`src/rtl/key_digit_counter.sv`:
```
// Hex digit counter driven by four debounced active-low push-buttons.
// Keys: increment, decrement, clear, and a hold level that blocks counting.
module key_digit_counter #(
    parameter int DEBOUNCE_CYCLES = 500000
) (
    input  logic       CLOCK_50,
    input  logic       RESET,
    input  logic [3:0] KEY,
    output logic [3:0] DIGIT,
    output logic       DIGIT_STB,
    output logic [9:0] LEDR
);

    localparam int CW = $clog2(DEBOUNCE_CYCLES);
    localparam logic [CW-1:0] LAST = CW'(DEBOUNCE_CYCLES - 1);

    logic [3:0]    sync1;
    logic [3:0]    sync2;
    logic [3:0]    stable;
    logic [3:0]    stable_next;
    logic [3:0]    stable_d;
    logic [CW-1:0] cnt      [4];
    logic [CW-1:0] cnt_next [4];

    logic [3:0] press;
    logic       inc_ev;
    logic       dec_ev;
    logic       clr_ev;
    logic       held;
    logic       wrap;
    logic [3:0] digit_next;
    logic       wrap_next;
    logic       stb_next;

    always_ff @(posedge CLOCK_50) begin
        if (RESET) begin
            sync1 <= '1;
            sync2 <= '1;
        end else begin
            sync1 <= KEY;
            sync2 <= sync1;
        end
    end

    // Stable level flips on the last of an unbroken run of mismatches.
    always_comb begin
        stable_next = stable;
        for (int i = 0; i < 4; i++) begin
            cnt_next[i] = '0;
            if (sync2[i] != stable[i]) begin
                if (cnt[i] == LAST) begin
                    stable_next[i] = ~stable[i];
                end else begin
                    cnt_next[i] = cnt[i] + CW'(1);
                end
            end
        end
    end

    always_ff @(posedge CLOCK_50) begin
        if (RESET) begin
            stable   <= '1;
            stable_d <= '1;
            for (int i = 0; i < 4; i++) begin
                cnt[i] <= '0;
            end
        end else begin
            stable   <= stable_next;
            stable_d <= stable;
            cnt      <= cnt_next;
        end
    end

    assign press  = stable_d & ~stable;
    assign inc_ev = press[0];
    assign dec_ev = press[1];
    assign clr_ev = press[2];
    assign held   = ~stable[3];

    always_comb begin
        digit_next = DIGIT;
        wrap_next  = wrap;
        stb_next   = 1'b0;
        if (clr_ev) begin
            digit_next = 4'h0;
            wrap_next  = 1'b0;
            stb_next   = 1'b1;
        end else if (!held && (inc_ev ^ dec_ev)) begin
            stb_next = 1'b1;
            if (inc_ev) begin
                digit_next = DIGIT + 4'd1;
                wrap_next  = wrap | (DIGIT == 4'hF);
            end else begin
                digit_next = DIGIT - 4'd1;
                wrap_next  = wrap | (DIGIT == 4'h0);
            end
        end
    end

    always_ff @(posedge CLOCK_50) begin
        if (RESET) begin
            DIGIT     <= 4'h0;
            DIGIT_STB <= 1'b0;
            wrap      <= 1'b0;
        end else begin
            DIGIT     <= digit_next;
            DIGIT_STB <= stb_next;
            wrap      <= wrap_next;
        end
    end

    assign LEDR = {1'b0, wrap, ~stable, DIGIT};

endmodule

```
`config.mk`:
```
export PLATFORM = sky130hd
export DESIGN_NAME = key_digit_counter
export DESIGN_NICKNAME = d
export VERILOG_FILES = /design/src/rtl/key_digit_counter.sv
export SDC_FILE = /design/constraint.sdc
export NUM_CORES = 1
export LEC_CHECK = 0
export ABC_AREA = 1
export BUFFER_PORTS_ARGS = -buffer_cell sky130_fd_sc_hd__buf_2
export CAP_MARGIN = 20
export CORE_MARGIN = 5
export CORE_UTILIZATION = 55
export DETAILED_ROUTE_END_ITERATION = 10
export PLACE_DENSITY_LB_ADDON = 0.15
export SYNTH_ARGS = -nofsm -noshare
export SYNTH_HDL_FRONTEND = slang
export SYNTH_SLANG_ARGS = --single-unit
```
`constraint.sdc`:
```
create_clock -name CLOCK_50 -period 1.5 [get_ports CLOCK_50]
set_input_delay 0 -clock CLOCK_50 [delete_from_list [all_inputs] [get_ports CLOCK_50]]
set_output_delay 0 -clock CLOCK_50 [all_outputs]
set_load 0.005 [all_outputs]
```
==> results.ini <==
[logic_synthesis]
synth_seq_cells = 97
ys_seq_area_share_pct = 40.0
synth_cell_types = 30
syn_nets = 717
ys_warn_count = 0
synth.cell_area_um2 = 4850
syn-instance-count = 705
synth_area_per_cell_um2 = 6.88

[final_layout]
final_area_um2 = 5510
area_delta_synth_final_pct = 13.6
seq_area_um2 = 1950
total_area_of_multi_input_combinational_cells_um2 = 2590
nFillCells = 808
final-instance-count-excl-fill = 865
layout.core_utilization_pct = 63.5
final_layout_size_suffix_gt1_share_pct = 14.1
antennaDiodeCount = 0
final_net_count = 764

[floorplan]
die-width_um = 104
start_util_pct = 55.9
fp.dieArea_um2 = 10800
design.portCount = 21
core-area_um2 = 8680
floorplan.die.height_um = 104
core.rowCount = 34

[worst_setup_path]
worst_path_largest_cell_delay_ns = 0.39
worstSetupStartpoint = cnt[38]$_SDFF_PP0_
path_class = reg -> reg
setup.worst_path.end_class = register
critPathLaunchType = register
cp_cell_sequence = ha_4, nand3_4, nor2_4, nand2_1, nor2_2, xor2_1, nor2_1
start_of_the_worst_register_to_register_path = cnt[38]$_SDFF_PP0_
required_ns = 1.75
worst-endpoint-arrival_ns = 1.63
timing.critical_path.slowest_stage_cell = sky130_fd_sc_hd__dfxtp_1
crit_fanout = 6

[global_route]
grt_first_pass_wirelength_um = 17700
grt_overflow_total = 0
grt_pass1_vias = 4118
grt_usage_pct = 18.8
grt_antenna_before_repair = 0
grt_start_max_net_pins = 20

[power_and_ir_drop]
pwr-share-comb_pct = 2.0
power.share.sequential_pct = 59.2
internal_power_mw = 3.45
p_switching_uw = 927
peakVddDrop_mv = 0.483
power.leakage_nw = 1.96
design_power_total_mw = 4.38
switching_part_of_the_total_power_pct = 21.2
pwr_density_cell_nw_per_um2 = 795
share_clk_of_total_power_pct = 38.8

[drt]
route.vias.total = 4349
drt_wl_total_um = 9990
drt-pass1-iter-count = 4
viasPerCell = 5.03
postRouteAntennaNets = 0
route.detailed.wl_per_inst_um = 11.5
violation_count_after_the_first_detailed_route_iteration = 125
drcViolationCount = 0

[run_status]
run_status = completed

[timing]
setup_viol_count_final = 0
post-route-period-util_pct = 92.4
hold_viol_final = 0
final-max-slew-violation-count = 0
post_route_worst_setup_slack_ns = 0.114
clock-skew-final_ns = 0.0121
fin_tns_setup_ns = 0
fin_crit_ns = 1.39
max_clock_freq_ghz = 0.722
rsz_0062_raised_after_global_routing = true
worst_hold_slack_ns = 0.376

[clock_tree]
cts_inserted_buffers = 9
cts_tree = built
cts.reportedPaths.clkPinSlew_ns = 0.10
cts.sink_count = 97
level_count_of_the_clock_h_tree = 3
insertion_delay_ns = 0.35
root_buffer = sky130_fd_sc_hd__clkbuf_8
cts-root-to-sink-buffers = 2

[run]
maxCapViolCount = 0

[place]
numPlacedInstances = 842
post-place-ws_ns = 0.0587
globalplace.congestion = 0.877
placed_cell_area_um2 = 5190
port_buffers = 19
hpwlAfterDp_um = 7580

[min_path]
worst_hold_startpoint = KEY[1]
hold_class = in -> reg

## critical path, delay by kind of cell (launching register included)
kind                       cells  cell delay (ns)
DFF                            1             0.39
adders and majority gates      1             0.17
and+or+nand+nor                5             0.58
xor gates and xnor gates       1             0.14
## metal layers
layer | vias to the layer above | wire, um | global-route usage, %
met3 | 9 | 255 | 2.67
met1 | 1973 | 4660 | 23.9
met4 | 0 | 82 | 6.01
met2 | 56 | 4990 | 32.8
li1 | 2311 | - | -
met5 | - | 0 | 0
## cell usage in the layout (no fill, tap or decap), types with 10 or more instances in the layout
cell type | netlist | layout
sky130_fd_sc_hd__xor2_1 | 22 | 22
sky130_fd_sc_hd__or2_2 | 15 | 15
sky130_fd_sc_hd__buf_2 | 1 | 19
sky130_fd_sc_hd__nor2_1 | 132 | 127
sky130_fd_sc_hd__dfxtp_1 | 97 | 94
sky130_fd_sc_hd__a21oi_1 | 39 | 39
sky130_fd_sc_hd__nand2_1 | 179 | 179
sky130_fd_sc_hd__buf_4 | 8 | 21
sky130_fd_sc_hd__clkbuf_8 | 0 | 10
sky130_fd_sc_hd__nand4_1 | 22 | 22
sky130_fd_sc_hd__nand3_1 | 44 | 42
sky130_fd_sc_hd__inv_1 | 77 | 74
## Yosys cell counts
library cell / instances / area, um^2
sky130_fd_sc_hd__dfxtp_1: 97 / 1940
sky130_fd_sc_hd__xnor2_1: 7 / 61.3
sky130_fd_sc_hd__or2_0: 3 / 18.8
sky130_fd_sc_hd__o21ai_0: 10 / 50.1
sky130_fd_sc_hd__clkbuf_1: 1 / 3.75
sky130_fd_sc_hd__inv_1: 77 / 289
sky130_fd_sc_hd__nor3_4: 1 / 16.3
sky130_fd_sc_hd__nand3_2: 4 / 40.0
sky130_fd_sc_hd__nor2_1: 132 / 495
sky130_fd_sc_hd__buf_4: 8 / 60.1
sky130_fd_sc_hd__buf_6: 2 / 22.5
sky130_fd_sc_hd__ha_1: 6 / 75.1
sky130_fd_sc_hd__a21oi_2: 1 / 8.76
sky130_fd_sc_hd__nor2_2: 4 / 25.0
sky130_fd_sc_hd__nand3_1: 44 / 220
sky130_fd_sc_hd__nand2_4: 2 / 22.5
sky130_fd_sc_hd__buf_2: 1 / 5.00
sky130_fd_sc_hd__nand4_1: 22 / 138
sky130_fd_sc_hd__nand3_4: 1 / 17.5
sky130_fd_sc_hd__nor2_4: 3 / 33.8
sky130_fd_sc_hd__nand2_2: 3 / 18.8
sky130_fd_sc_hd__or2_2: 15 / 93.8
sky130_fd_sc_hd__conb_1: 1 / 3.75
sky130_fd_sc_hd__a21oi_1: 39 / 195
sky130_fd_sc_hd__xor2_1: 22 / 193
sky130_fd_sc_hd__nor3_1: 9 / 45.0
sky130_fd_sc_hd__nand3b_1: 9 / 67.6
sky130_fd_sc_hd__and2_1: 1 / 6.26
sky130_fd_sc_hd__nand2_1: 179 / 672
sky130_fd_sc_hd__nor3_2: 1 / 10.0
## cells by family (layout without fill, tap and decap cells)
logic type	Yosys count	in the layout	share of synthesized area (%)
other	1	1	0.0773
buffers and inverters	89	141	7.84
AND/OR/NAND/NOR	433	433	40.0
XOR/XNOR	29	29	5.24
adder cells (fa/ha/maj)	6	6	1.55
flip-flops	97	97	40.0
AO/OA/AOI/OAI	50	50	5.24
## path summary, 6_finish.rpt
| check | to | slack (ns) | cells after the start |
|---|---|---|---|
| worst max-delay path | cnt[50]$_SDFF_PP0_ | 0.11 | 7 |
| worst min register to register | sync2[2]$_SDFF_PP1_ | 0.42 | 1 |
| worst max register to register | cnt[50]$_SDFF_PP0_ | 0.11 | 7 |
| worst min-delay path | sync1[1]$_SDFF_PP1_ | 0.38 | 3 |
## power groups by stage
stage                     registers [mW]  logic [mW]  clock network, mW
final                               2.59      0.0872               1.70
after global routing                2.60      0.0977               1.85
after CTS                           2.59      0.0869               1.73
after detailed placement            2.65      0.0769                  0
after global placement              2.65      0.0747                  0
after floorplan                     2.65      0.0452                  0
## final cells by class
class	instances	area share, %
clock buffer	14	2.77
sequential	97	35.3
multi-input combinational	519	47.0
clock inverter	2	0.681
inverter	77	5.25
timing repair buffer	48	6.58
tap	108	2.45
## repair_timing
| item | 4_1_cts | 5_1_grt |
|---|---|---|
| hold endpoints to repair | 8 | 0 |
| hold buffers | 5 | 0 |
| gates resized for setup | 0 | 20 |
| setup buffers | 0 | 2 |
| setup endpoints to repair | 0 | 60 |
## sequential cells by signal, summed over array words and instances (netlist names)
signal     count
cnt           76
stable         4
DIGIT_STB      1
DIGIT          4
sync1          4
stable_d       3
wrap           1
sync2          4
No activity file was read; power rests on OpenSTA's default activity.
